### src/rtl/playcity_pkg.sv
// Shared types and constants for the PlayCity dual-YM2149 write sequencer.
package playcity_pkg;

    typedef enum logic [2:0] {
        ST_IDLE,
        ST_CPU_OP,
        ST_RS_ADDR,
        ST_RS_DATA,
        ST_RS_RESTORE
    } state_t;

    typedef struct packed {
        logic [1:0] chip;
        logic       is_addr;
        logic [7:0] data;
    } fifo_entry_t;

    localparam logic BC_ADDR   = 1'b1;
    localparam logic BC_DATA   = 1'b0;
    localparam int   PSG_NREGS = 16;
    localparam int   REG_W     = $clog2(PSG_NREGS);

    function automatic logic [7:0] reg_byte(input logic [REG_W-1:0] r);
        return {{(8-REG_W){1'b0}}, r};
    endfunction

endpackage

### src/rtl/playcity_ay_sequencer_if.sv
// Request/response bundle between a host (CPU decode + savestate) and the
// PlayCity PSG sequencer.
interface playcity_ay_sequencer_if;
    import playcity_pkg::*;

    logic             soft_reset;
    logic             ay_ce;
    logic             cpu_we;
    logic [1:0]       cpu_chip;
    logic             cpu_is_addr;
    logic [7:0]       cpu_data;
    logic             fifo_full;
    logic             overflow;
    logic             rs_req;
    logic             rs_chip;
    logic [REG_W-1:0] rs_reg;
    logic [7:0]       rs_data;
    logic             rs_ack;
    logic             psg_bdir_l;
    logic             psg_bdir_r;
    logic             psg_bc;
    logic [7:0]       psg_do;
    logic             busy;

    modport master (
        output soft_reset, ay_ce,
        output cpu_we, cpu_chip, cpu_is_addr, cpu_data,
        output rs_req, rs_chip, rs_reg, rs_data,
        input  fifo_full, overflow, rs_ack,
        input  psg_bdir_l, psg_bdir_r, psg_bc, psg_do, busy
    );

    modport slave (
        input  soft_reset, ay_ce,
        input  cpu_we, cpu_chip, cpu_is_addr, cpu_data,
        input  rs_req, rs_chip, rs_reg, rs_data,
        output fifo_full, overflow, rs_ack,
        output psg_bdir_l, psg_bdir_r, psg_bc, psg_do, busy
    );

endinterface

### src/rtl/playcity_op_fifo.sv
// Synchronous FIFO of queued CPU PSG operations; a pop frees room for a
// push in the same cycle.
module playcity_op_fifo
    import playcity_pkg::*;
#(
    parameter int FIFO_DEPTH = 4
) (
    input  logic        clk_i,
    input  logic        rst_i,
    input  logic        flush_i,
    input  logic        push_i,
    input  fifo_entry_t din_i,
    input  logic        pop_i,
    output fifo_entry_t dout_o,
    output logic        full_o,
    output logic        empty_o
);

    localparam int AW = $clog2(FIFO_DEPTH);

    fifo_entry_t   mem_q [FIFO_DEPTH];
    logic [AW-1:0] wr_q, wr_d;
    logic [AW-1:0] rd_q, rd_d;
    logic [AW:0]   cnt_q, cnt_d;
    logic          do_push;
    logic          do_pop;

    assign empty_o = (cnt_q == '0);
    assign full_o  = (cnt_q == FIFO_DEPTH[AW:0]);
    assign dout_o  = mem_q[rd_q];

    assign do_pop  = pop_i && !empty_o;
    assign do_push = push_i && (!full_o || do_pop);

    always_comb begin
        wr_d  = wr_q;
        rd_d  = rd_q;
        cnt_d = cnt_q;
        if (do_push) begin
            wr_d = wr_q + 1'b1;
        end
        if (do_pop) begin
            rd_d = rd_q + 1'b1;
        end
        if (do_push && !do_pop) begin
            cnt_d = cnt_q + 1'b1;
        end else if (do_pop && !do_push) begin
            cnt_d = cnt_q - 1'b1;
        end
    end

    always_ff @(posedge clk_i or posedge rst_i) begin
        if (rst_i) begin
            wr_q  <= '0;
            rd_q  <= '0;
            cnt_q <= '0;
        end else if (flush_i) begin
            wr_q  <= '0;
            rd_q  <= '0;
            cnt_q <= '0;
        end else begin
            wr_q  <= wr_d;
            rd_q  <= rd_d;
            cnt_q <= cnt_d;
        end
    end

    // Payload storage needs no reset: the count gates every read.
    always_ff @(posedge clk_i) begin
        if (do_push && !flush_i) begin
            mem_q[wr_q] <= din_i;
        end
    end

endmodule

### src/rtl/playcity_ay_sequencer.sv
// PlayCity PSG bus sequencer: arbitrates queued CPU ops against atomic
// savestate register loads and re-latches each chip's address afterwards.
module playcity_ay_sequencer
    import playcity_pkg::*;
#(
    parameter int FIFO_DEPTH = 4
) (
    input  logic                    clock,
    input  logic                    reset,
    playcity_ay_sequencer_if.slave  bus
);

    state_t           state_q, state_d;
    fifo_entry_t      cur_q, cur_d;
    logic             rs_chip_q, rs_chip_d;
    logic [REG_W-1:0] rs_reg_q, rs_reg_d;
    logic [7:0]       rs_data_q, rs_data_d;
    logic [7:0]       shad_l_q, shad_l_d;
    logic [7:0]       shad_r_q, shad_r_d;
    logic             last_rs_q, last_rs_d;
    logic             overflow_q, overflow_d;

    fifo_entry_t      push_entry;
    fifo_entry_t      head;
    logic             push;
    logic             pop;
    logic             full;
    logic             empty;
    logic             ack;
    logic             bdir_l;
    logic             bdir_r;
    logic             bc;
    logic [7:0]       dout;

    // A write decoded with neither chip selected reaches no PSG.
    assign push       = bus.cpu_we && (bus.cpu_chip != 2'b00);
    assign push_entry = '{chip: bus.cpu_chip,
                          is_addr: bus.cpu_is_addr,
                          data: bus.cpu_data};

    playcity_op_fifo #(
        .FIFO_DEPTH (FIFO_DEPTH)
    ) u_fifo (
        .clk_i   (clock),
        .rst_i   (reset),
        .flush_i (bus.soft_reset),
        .push_i  (push),
        .din_i   (push_entry),
        .pop_i   (pop),
        .dout_o  (head),
        .full_o  (full),
        .empty_o (empty)
    );

    assign overflow_d = overflow_q || (push && full && !pop);

    always_comb begin
        state_d   = state_q;
        cur_d     = cur_q;
        rs_chip_d = rs_chip_q;
        rs_reg_d  = rs_reg_q;
        rs_data_d = rs_data_q;
        shad_l_d  = shad_l_q;
        shad_r_d  = shad_r_q;
        last_rs_d = last_rs_q;
        pop       = 1'b0;
        ack       = 1'b0;
        bdir_l    = 1'b0;
        bdir_r    = 1'b0;
        bc        = BC_DATA;
        dout      = 8'h00;

        unique case (state_q)
            ST_IDLE: begin
                // On contention the side not served last time wins.
                if (!empty && (!bus.rs_req || last_rs_q)) begin
                    state_d   = ST_CPU_OP;
                    cur_d     = head;
                    last_rs_d = 1'b0;
                end else if (bus.rs_req) begin
                    state_d   = ST_RS_ADDR;
                    rs_chip_d = bus.rs_chip;
                    rs_reg_d  = bus.rs_reg;
                    rs_data_d = bus.rs_data;
                    last_rs_d = 1'b1;
                end
            end
            ST_CPU_OP: begin
                bdir_l = cur_q.chip[0];
                bdir_r = cur_q.chip[1];
                bc     = cur_q.is_addr;
                dout   = cur_q.data;
                if (bus.ay_ce) begin
                    pop     = 1'b1;
                    state_d = ST_IDLE;
                    if (cur_q.is_addr && cur_q.chip[0]) begin
                        shad_l_d = cur_q.data;
                    end
                    if (cur_q.is_addr && cur_q.chip[1]) begin
                        shad_r_d = cur_q.data;
                    end
                end
            end
            ST_RS_ADDR: begin
                bdir_l = !rs_chip_q;
                bdir_r = rs_chip_q;
                bc     = BC_ADDR;
                dout   = reg_byte(rs_reg_q);
                if (bus.ay_ce) begin
                    state_d = ST_RS_DATA;
                end
            end
            ST_RS_DATA: begin
                bdir_l = !rs_chip_q;
                bdir_r = rs_chip_q;
                bc     = BC_DATA;
                dout   = rs_data_q;
                if (bus.ay_ce) begin
                    state_d = ST_RS_RESTORE;
                end
            end
            ST_RS_RESTORE: begin
                bdir_l = !rs_chip_q;
                bdir_r = rs_chip_q;
                bc     = BC_ADDR;
                dout   = rs_chip_q ? shad_r_q : shad_l_q;
                if (bus.ay_ce) begin
                    ack     = !bus.soft_reset;
                    state_d = ST_IDLE;
                end
            end
            default: begin
                state_d = ST_IDLE;
            end
        endcase
    end

    always_ff @(posedge clock or posedge reset) begin
        if (reset) begin
            state_q    <= ST_IDLE;
            cur_q      <= '0;
            rs_chip_q  <= 1'b0;
            rs_reg_q   <= '0;
            rs_data_q  <= 8'h00;
            shad_l_q   <= 8'h00;
            shad_r_q   <= 8'h00;
            last_rs_q  <= 1'b0;
            overflow_q <= 1'b0;
        end else if (bus.soft_reset) begin
            state_q    <= ST_IDLE;
            cur_q      <= '0;
            rs_chip_q  <= 1'b0;
            rs_reg_q   <= '0;
            rs_data_q  <= 8'h00;
            shad_l_q   <= 8'h00;
            shad_r_q   <= 8'h00;
            last_rs_q  <= 1'b0;
            overflow_q <= 1'b0;
        end else begin
            state_q    <= state_d;
            cur_q      <= cur_d;
            rs_chip_q  <= rs_chip_d;
            rs_reg_q   <= rs_reg_d;
            rs_data_q  <= rs_data_d;
            shad_l_q   <= shad_l_d;
            shad_r_q   <= shad_r_d;
            last_rs_q  <= last_rs_d;
            overflow_q <= overflow_d;
        end
    end

    assign bus.psg_bdir_l = bdir_l;
    assign bus.psg_bdir_r = bdir_r;
    assign bus.psg_bc     = bc;
    assign bus.psg_do     = dout;
    assign bus.rs_ack     = ack;
    assign bus.busy       = (state_q != ST_IDLE);
    assign bus.fifo_full  = full;
    assign bus.overflow   = overflow_q;

endmodule

### src/flat_wrapper.sv
// flat-port wrapper written by rule: the top's interface ports become plain ports
module playcity_ay_sequencer_flat import playcity_pkg::*;
#(
    parameter int FIFO_DEPTH = 4
)
  (clock, reset, bus_soft_reset, bus_ay_ce, bus_cpu_we, bus_cpu_chip, bus_cpu_is_addr, bus_cpu_data, bus_rs_req, bus_rs_chip, bus_rs_reg, bus_rs_data, bus_fifo_full, bus_overflow, bus_rs_ack, bus_psg_bdir_l, bus_psg_bdir_r, bus_psg_bc, bus_psg_do, bus_busy);
  playcity_ay_sequencer_if bus_i ();
  input  logic clock;
  input  logic reset;
  input wire logic [$bits(bus_i.soft_reset)-1:0] bus_soft_reset;
  input wire logic [$bits(bus_i.ay_ce)-1:0] bus_ay_ce;
  input wire logic [$bits(bus_i.cpu_we)-1:0] bus_cpu_we;
  input wire logic [$bits(bus_i.cpu_chip)-1:0] bus_cpu_chip;
  input wire logic [$bits(bus_i.cpu_is_addr)-1:0] bus_cpu_is_addr;
  input wire logic [$bits(bus_i.cpu_data)-1:0] bus_cpu_data;
  input wire logic [$bits(bus_i.rs_req)-1:0] bus_rs_req;
  input wire logic [$bits(bus_i.rs_chip)-1:0] bus_rs_chip;
  input wire logic [$bits(bus_i.rs_reg)-1:0] bus_rs_reg;
  input wire logic [$bits(bus_i.rs_data)-1:0] bus_rs_data;
  output wire logic [$bits(bus_i.fifo_full)-1:0] bus_fifo_full;
  output wire logic [$bits(bus_i.overflow)-1:0] bus_overflow;
  output wire logic [$bits(bus_i.rs_ack)-1:0] bus_rs_ack;
  output wire logic [$bits(bus_i.psg_bdir_l)-1:0] bus_psg_bdir_l;
  output wire logic [$bits(bus_i.psg_bdir_r)-1:0] bus_psg_bdir_r;
  output wire logic [$bits(bus_i.psg_bc)-1:0] bus_psg_bc;
  output wire logic [$bits(bus_i.psg_do)-1:0] bus_psg_do;
  output wire logic [$bits(bus_i.busy)-1:0] bus_busy;
  assign bus_i.soft_reset = bus_soft_reset;
  assign bus_i.ay_ce = bus_ay_ce;
  assign bus_i.cpu_we = bus_cpu_we;
  assign bus_i.cpu_chip = bus_cpu_chip;
  assign bus_i.cpu_is_addr = bus_cpu_is_addr;
  assign bus_i.cpu_data = bus_cpu_data;
  assign bus_i.rs_req = bus_rs_req;
  assign bus_i.rs_chip = bus_rs_chip;
  assign bus_i.rs_reg = bus_rs_reg;
  assign bus_i.rs_data = bus_rs_data;
  assign bus_fifo_full = bus_i.fifo_full;
  assign bus_overflow = bus_i.overflow;
  assign bus_rs_ack = bus_i.rs_ack;
  assign bus_psg_bdir_l = bus_i.psg_bdir_l;
  assign bus_psg_bdir_r = bus_i.psg_bdir_r;
  assign bus_psg_bc = bus_i.psg_bc;
  assign bus_psg_do = bus_i.psg_do;
  assign bus_busy = bus_i.busy;
  playcity_ay_sequencer #(.FIFO_DEPTH(FIFO_DEPTH)) u_core (.clock(clock), .reset(reset), .bus(bus_i));
endmodule
### config.mk
export PLATFORM = sky130hd
export DESIGN_NAME = playcity_ay_sequencer_flat
export DESIGN_NICKNAME = d
export VERILOG_FILES = /design/src/rtl/playcity_pkg.sv /design/src/rtl/playcity_ay_sequencer_if.sv /design/src/rtl/playcity_op_fifo.sv /design/src/rtl/playcity_ay_sequencer.sv /design/src/flat_wrapper.sv
export SDC_FILE = /design/constraint.sdc
export NUM_CORES = 1
export LEC_CHECK = 0
export CAP_MARGIN = 20
export CELL_PAD_IN_SITES_DETAIL_PLACEMENT = 0
export CELL_PAD_IN_SITES_GLOBAL_PLACEMENT = 1
export CORE_MARGIN = 5
export CORE_UTILIZATION = 42
export CTS_CLUSTER_SIZE = 30
export DETAILED_ROUTE_END_ITERATION = 12
export PLACE_DENSITY_LB_ADDON = 0.25
export SLEW_MARGIN = 20
export SYNTH_ARGS = -nofsm -noshare
export SYNTH_HDL_FRONTEND = slang
export SYNTH_SLANG_ARGS = --single-unit
### constraint.sdc
create_clock -name clock -period 2.65 [get_ports clock]
set_input_delay 0.3975 -clock clock [delete_from_list [all_inputs] [get_ports clock]]
set_output_delay 0.3975 -clock clock [all_outputs]
set_load 0.03 [all_outputs]
* Word-level counts from Yosys, hierarchy flattened *
Memories as Yosys holds them, arrays and structs flattened.
Index checks and enable logic that the tools add are counted.

storage, ports and cells
  flip-flop bits (word level) = 52
  bits in writable memories = 44
  output and inout bits = 15
  word-level logic and storage cells = 128
  memories kept = 1

operators by class
  add/subtract/negate cells = 4
  eq/ne operators = 10
  muxes and demuxes = 53
  reduce and logical (&&, ||, !) cells = 46

memory list
  name                 words  bits a word  rd ports  clocked after Yosys merged registers in  write ports  line                    source
  u_core.u_fifo.mem_q  4      11           1         0                                        1            playcity_op_fifo.sv:21  fifo_entry_t mem_q [FIFO_DEPTH];

operators with widths
  kind                                                                   number
  8-bit two-way mux                                                      13
  11-bit two-way mux                                                     3
  8-bit one-hot mux with 4 select lines                                  1
  3-bit two-way mux                                                      9
  2-bit nonzero test                                                     10
  4-bit two-way mux                                                      4
  1-bit two-way mux                                                      15
  3-bit one-hot mux with 4 select lines                                  1
  1-bit logical AND                                                      11
  3-bit AND reduction                                                    3
  3-bit nonzero test                                                     3
  1-bit zero test                                                        8
  2-bit two-way mux                                                      4
  3-bit by 2-bit equality test with 1-bit output, second input constant  2
  3-bit equality test, second input constant                             2
  3-bit zero test                                                        2
  3-bit != test, second input constant                                   2
  1-bit one-hot mux with 2 select lines                                  3
  2-bit by 1-bit adder with 2-bit output, second input constant          2
  4-bit by 3-bit != test with 1-bit output, second input constant        1
  2-bit AND reduction                                                    2
  4-bit AND reduction                                                    1
  2-bit OR reduction                                                     2
  3-bit by 1-bit adder with 3-bit output, second input constant          1
  other kinds (6)                                                        8

* Longest topological paths before layout *
  depth after elaboration = 10
  depth in mapped cells = 8

* Cells and area by module *
Synthesis repeated with hierarchy kept, for this count alone.

second synthesis, totals
  cells, all modules = 351
  area, all modules = 4494.3 µm²

by module, submodules not included
  module                 instances  cells an instance  area each (µm²)  sequential area each (µm²)
  playcity_ay_sequencer  1          230                2326.0           1126.1
  playcity_op_fifo       1          121                2168.3           1496.4

* Worst setup path after synthesis *
Ideal clock, no wire load.

  path type = reg-to-reg
  start point = register u_core.u_fifo.cnt_q[0]
  end point = register u_core.u_fifo.cnt_q[1]
  setup time = 0.086 ns
  data arrival time = 2.253 ns
  required time = 2.564 ns
  setup slack = 0.311 ns
  cell stages (with the launch flop) = 7
  path buffers = 0
  cells stage by stage = dfrtp_1 nor2_1 and2_2 nor3_1 fa_1 or4_2 a32oi_1

on the way
  elaborated cells on any way between the ends = 17
  those cells by class = add/sub (2); eq/ne (1); mux (3); reduce/logical (11)

RTL lines
  what                                                     line                                            source
  from (decl)                                              playcity_op_fifo.sv:24                          logic [AW:0] cnt_q, cnt_d;
  from (signal assigned)                                   playcity_op_fifo.sv:64                          cnt_q <= cnt_d;
  3-bit equality test *                                    playcity_op_fifo.sv:29                          assign full_o = (cnt_q == FIFO_DEPTH[AW:0]);
  net bus_fifo_full                                        flat_wrapper.sv:20                              output wire logic [$bits(bus_i.fifo_full)-1:0] bus_fifo_full;
  1-bit zero test *                                        playcity_op_fifo.sv:33                          assign do_push = push_i && (!full_o || do_pop);
  1-bit logical OR *                                       playcity_op_fifo.sv:33
  1-bit logical AND *                                      playcity_op_fifo.sv:33
  1-bit logical AND or 1-bit zero test (tied branches)     playcity_op_fifo.sv:45, playcity_op_fifo.sv:47
  3-bit two-way mux or 1-bit logical AND (tied branches)   playcity_op_fifo.sv:45, playcity_op_fifo.sv:47
  3-bit two-way mux or 3-bit nonzero test (tied branches)  -

Mark *: on every way through the listed nets, which the timed path passes. The rest lies on a longest branch. The select of a mux whose other input is x is not followed.
A chain may end at the register's enable or synchronous reset.

* Worst setup path after layout *
  start point = register u_core.state_q[0]
  end point = output port bus_psg_bdir_r

on the way
  cells in the longest elaborated chain, start to end = 3
  elaborated cells on any way between the ends = 6
  those cells by class = eq/ne (4); mux (1); reduce/logical (1)

RTL lines
  what                                                                                   line                          source
  from (decl)                                                                            playcity_ay_sequencer.sv:13   state_t state_q, state_d;
  from (signal assigned)                                                                 playcity_ay_sequencer.sv:160  state_q <= state_d;
  3-bit by 2-bit equality test with 1-bit output or 3-bit equality test (tied branches)  playcity_ay_sequencer.sv:73   unique case (state_q)
  3-bit OR reduction (no line)                                                           -
  1-bit one-hot mux with 2 select lines *                                                playcity_ay_sequencer.sv:73
  to (decl)                                                                              flat_wrapper.sv:24            output wire logic [$bits(bus_i.psg_bdir_r)-1:0] bus_psg_bdir_r;

Mark *: on every way between the ends. The rest lies on a longest branch, timed or not.

==> impl_metrics.json <==
{
  "drv_slew": 0,
  "antenna_cells": 0,
  "fillers": 946,
  "core_area_sq_um": 10400,
  "relSlewSlack_pct": 47.4,
  "cts_sinks": 96,
  "synth_top_area_share_pct": 29.5,
  "regArea_sq_um": 2620,
  "grt_pass1_vias": 2919,
  "synth_edf_count": 44,
  "worst_slew_pin_slew_ns": 0.788,
  "portBuffers": 44,
  "netlist_instances": 340,
  "layout_min_cycle_time_ns": 2.52,
  "worstSetupPathType": "register to output pin",
  "cp_max_fo": 12,
  "drtPass1Iterations": 4,
  "synth_most_common_cell": "mux2i_1",
  "postLayoutCellArea_sq_um": 5330,
  "hp-class": "input pin to register",
  "synth_largest_area_cell": "edfxtp_1",
  "track_usage_pct": 14.9,
  "cts.path.max_buffers": 2,
  "cap_violations": 0,
  "grt_max_degree": 39,
  "clk_pin_slew_ns": 0.10,
  "finalNetCount": 433,
  "viasPerCell": 5.20,
  "fmax_mhz": 397,
  "synth_cell_types": 51,
  "p_leak_nw": 2.19,
  "fp.dieW_um": 113,
  "grt_overflow_total": 0,
  "setup_viol": 0,
  "multiInputGateArea_sq_um": 1690,
  "wl_per_cell_um": 16.8,
  "post-route-drc-count": 0,
  "num_io_pins": 45,
  "path_depth": 4,
  "root_buffer": "clkbuf_8",
  "numCtsBuffers": 9,
  "synthFlopType": "dfrtp_1",
  "synth_area_sq_um": 4480,
  "netlist_top_cells_area": "edfxtp_1 (30%), dfrtp_1 (29%), mux2i_1 (12%)",
  "crit_path_max_incr_delay_ns": 0.70,
  "crit_chain": "nor2b_2 > a22oi_1 > o22ai_1 > clkdlybuf4s50_1",
  "placed_cells": 523,
  "r2r_cells": 6,
  "cp-start-kind": "register",
  "syn-num-nets": 375,
  "synth_commonest_cells": "mux2i_1 (55), nor2_1 (53), dfrtp_1 (52), edfxtp_1 (44), clkbuf_1 (14)",
  "final-instance-count-excl-fill": 539,
  "crit_required_ns": 2.25,
  "wirelength_mm": 9.04,
  "p_per_area_nw_per_um2": 698,
  "arrival_ns": 2.12,
  "start_util_pct": 43.2,
  "yosysSeqAreaShare_pct": 58.6,
  "period_share_pct": 95.1,
  "area_growth_pct": 19.0,
  "syn_avg_cell_area_sq_um": 13.2,
  "worstSkewPairLatency_ns": 0.35,
  "status": "finished clean",
  "antenna_found_initial": 0,
  "antenna_left": 0,
  "post-cts-setup-buffers": 0,
  "critPathCaptureType": "output pin",
  "utilization_pct": 51.4,
  "cpLargestDelayFamily": "buffers and inverters",
  "htreeDepth": 3,
  "ys_ff_latch": 96,
  "crit_buf_inv": 1,
  "layout-drive-gt1-share_pct": 17.9,
  "hold_path_depth": 2,
  "grt_pass1_wl_mm": 15.2,
  "rsz0062_at_grt": "false",
  "cp_slowest_cell": "clkdlybuf4s50_1",
  "hpwlAfterDp_mm": 6.34,
  "die_area_sq_um": 12800,
  "via_count": 2804,
  "max-vdd-ir-drop_v": 0.000446,
  "yosys_warnings": 0,
  "tritoncts": "yes",
  "fin_skew_ns": 0.0132,
  "async_reset_ff_share_pct": 54.2,
  "placed_area_sq_um": 5160,
  "gp_congestion": 0.826,
  "drtIter0Drc": 153,
  "hold_viol": 0,
  "core.rowCount": 37,
  "die_h_um": 113
}
[layout make-up]
class / instances / share of cell area (%)
tap: 136 / 3.19
clock buffer: 11 / 2.47
inverter: 10 / 0.704
clock inverter: 5 / 0.657
timing repair buffer: 71 / 12.0
multi-input combinational: 210 / 31.8
sequential: 96 / 49.2
[state kept, by name, indices dropped and copies added, names as in the netlist]
| name | cells |
|---|---|
| u_core.last_rs_q | 1 |
| u_core.bus.overflow | 1 |
| u_core.u_fifo.rd_q | 2 |
| u_core.rs_data_q | 8 |
| u_core.u_fifo.cnt_q | 3 |
| u_core.shad_r_q | 8 |
| u_core.rs_chip_q | 1 |
| u_core.state_q | 3 |
| u_core.cur_q | 11 |
| u_core.rs_reg_q | 4 |
| u_core.u_fifo.mem_q | 44 |
| u_core.shad_l_q | 8 |
| u_core.u_fifo.wr_q | 2 |
[cells in the final DEF, fill, tap and decap left out, drive strengths merged, types with 2 or more instances in the layout]
master | Yosys | routed
a211oi | 2 | 2
xnor2 | 4 | 4
a21oi | 5 | 5
and2 | 5 | 5
nor3 | 5 | 5
nand2 | 4 | 4
edfxtp | 44 | 44
inv | 10 | 11
nand2b | 4 | 4
clkdlybuf4s50 | 0 | 31
xor2 | 2 | 2
or3 | 2 | 2
dlymetal6s2s | 0 | 2
a22oi | 6 | 6
nor2 | 53 | 53
or4 | 2 | 2
nor4 | 2 | 2
o22ai | 10 | 10
dlygate4sd2 | 0 | 5
nor2b | 3 | 3
mux2 | 4 | 4
a31oi | 4 | 4
buf | 10 | 33
nand3 | 5 | 5
mux2i | 55 | 55
clkbuf | 14 | 11
o21a | 2 | 2
mux4 | 11 | 11
dfrtp | 52 | 52
ha | 4 | 4
clkinv | 0 | 3
[stage by stage]
stage	setup TNS (ns)	hold WS [ns]	power, W	setup WS [ns]
5_1_grt	0	0.521	0.00393	0.0116
2_1_floorplan	0	0.475	0.00257	0.311
4_1_cts	0	0.484	0.00377	0.0257
3_3_place_gp	0	0.480	0.00290	0.00347
3_5_place_dp	-0.0432	0.489	0.00292	-0.0432
6_report	0	0.485	0.00372	0.130
[cells by family (layout without fill, tap and decap cells)]
kind of cell	count (synthesis)	count (layout)	synth area share, %
compound gates	38	38	5.81
fa+ha+maj	5	5	1.56
mux	70	70	18.8
flops	96	96	58.6
buf+inv	34	97	3.86
xor+xnor	6	6	1.17
simple gates	91	91	10.2
[worst paths after layout]
check                                    endpoint  slack, ns                    from
max in group asynchronous        u_core.rs_chip_q       1.48                   reset
hold / removal                 u_core.rs_reg_q[3]       0.49          bus_soft_reset
setup / recovery                   bus_psg_bdir_r       0.13       u_core.state_q[0]
hold reg to reg               u_core.bus.overflow       0.50     u_core.bus.overflow
setup reg to reg           u_core.u_fifo.cnt_q[1]       0.17  u_core.u_fifo.cnt_q[0]
min in group asynchronous     u_core.rs_data_q[0]       0.51                   reset
[where the power goes]
group          total (W)  switching (W)  internal (W)
combinational    0.00108       0.000584      0.000492
sequential       0.00179       0.000122       0.00167
clock           0.000851       0.000506      0.000345
total            0.00372        0.00121       0.00250
[routing by layer]
metal	track usage (%)	vias to the layer above	wire, um
met5	0	-	0
met2	23.2	59	4260
met1	21.2	1380	4310
met4	4.89	0	100
li1	-	1357	-
met3	2.83	8	374
[what timing repair did]
action | CTS | global route
hold buffers | 0 | 0
endpoints found under the setup margin | 7 | 4
endpoints found under the hold margin | 0 | 0
resized for setup | 6 | 4
(Power assumes the default switching activity.)
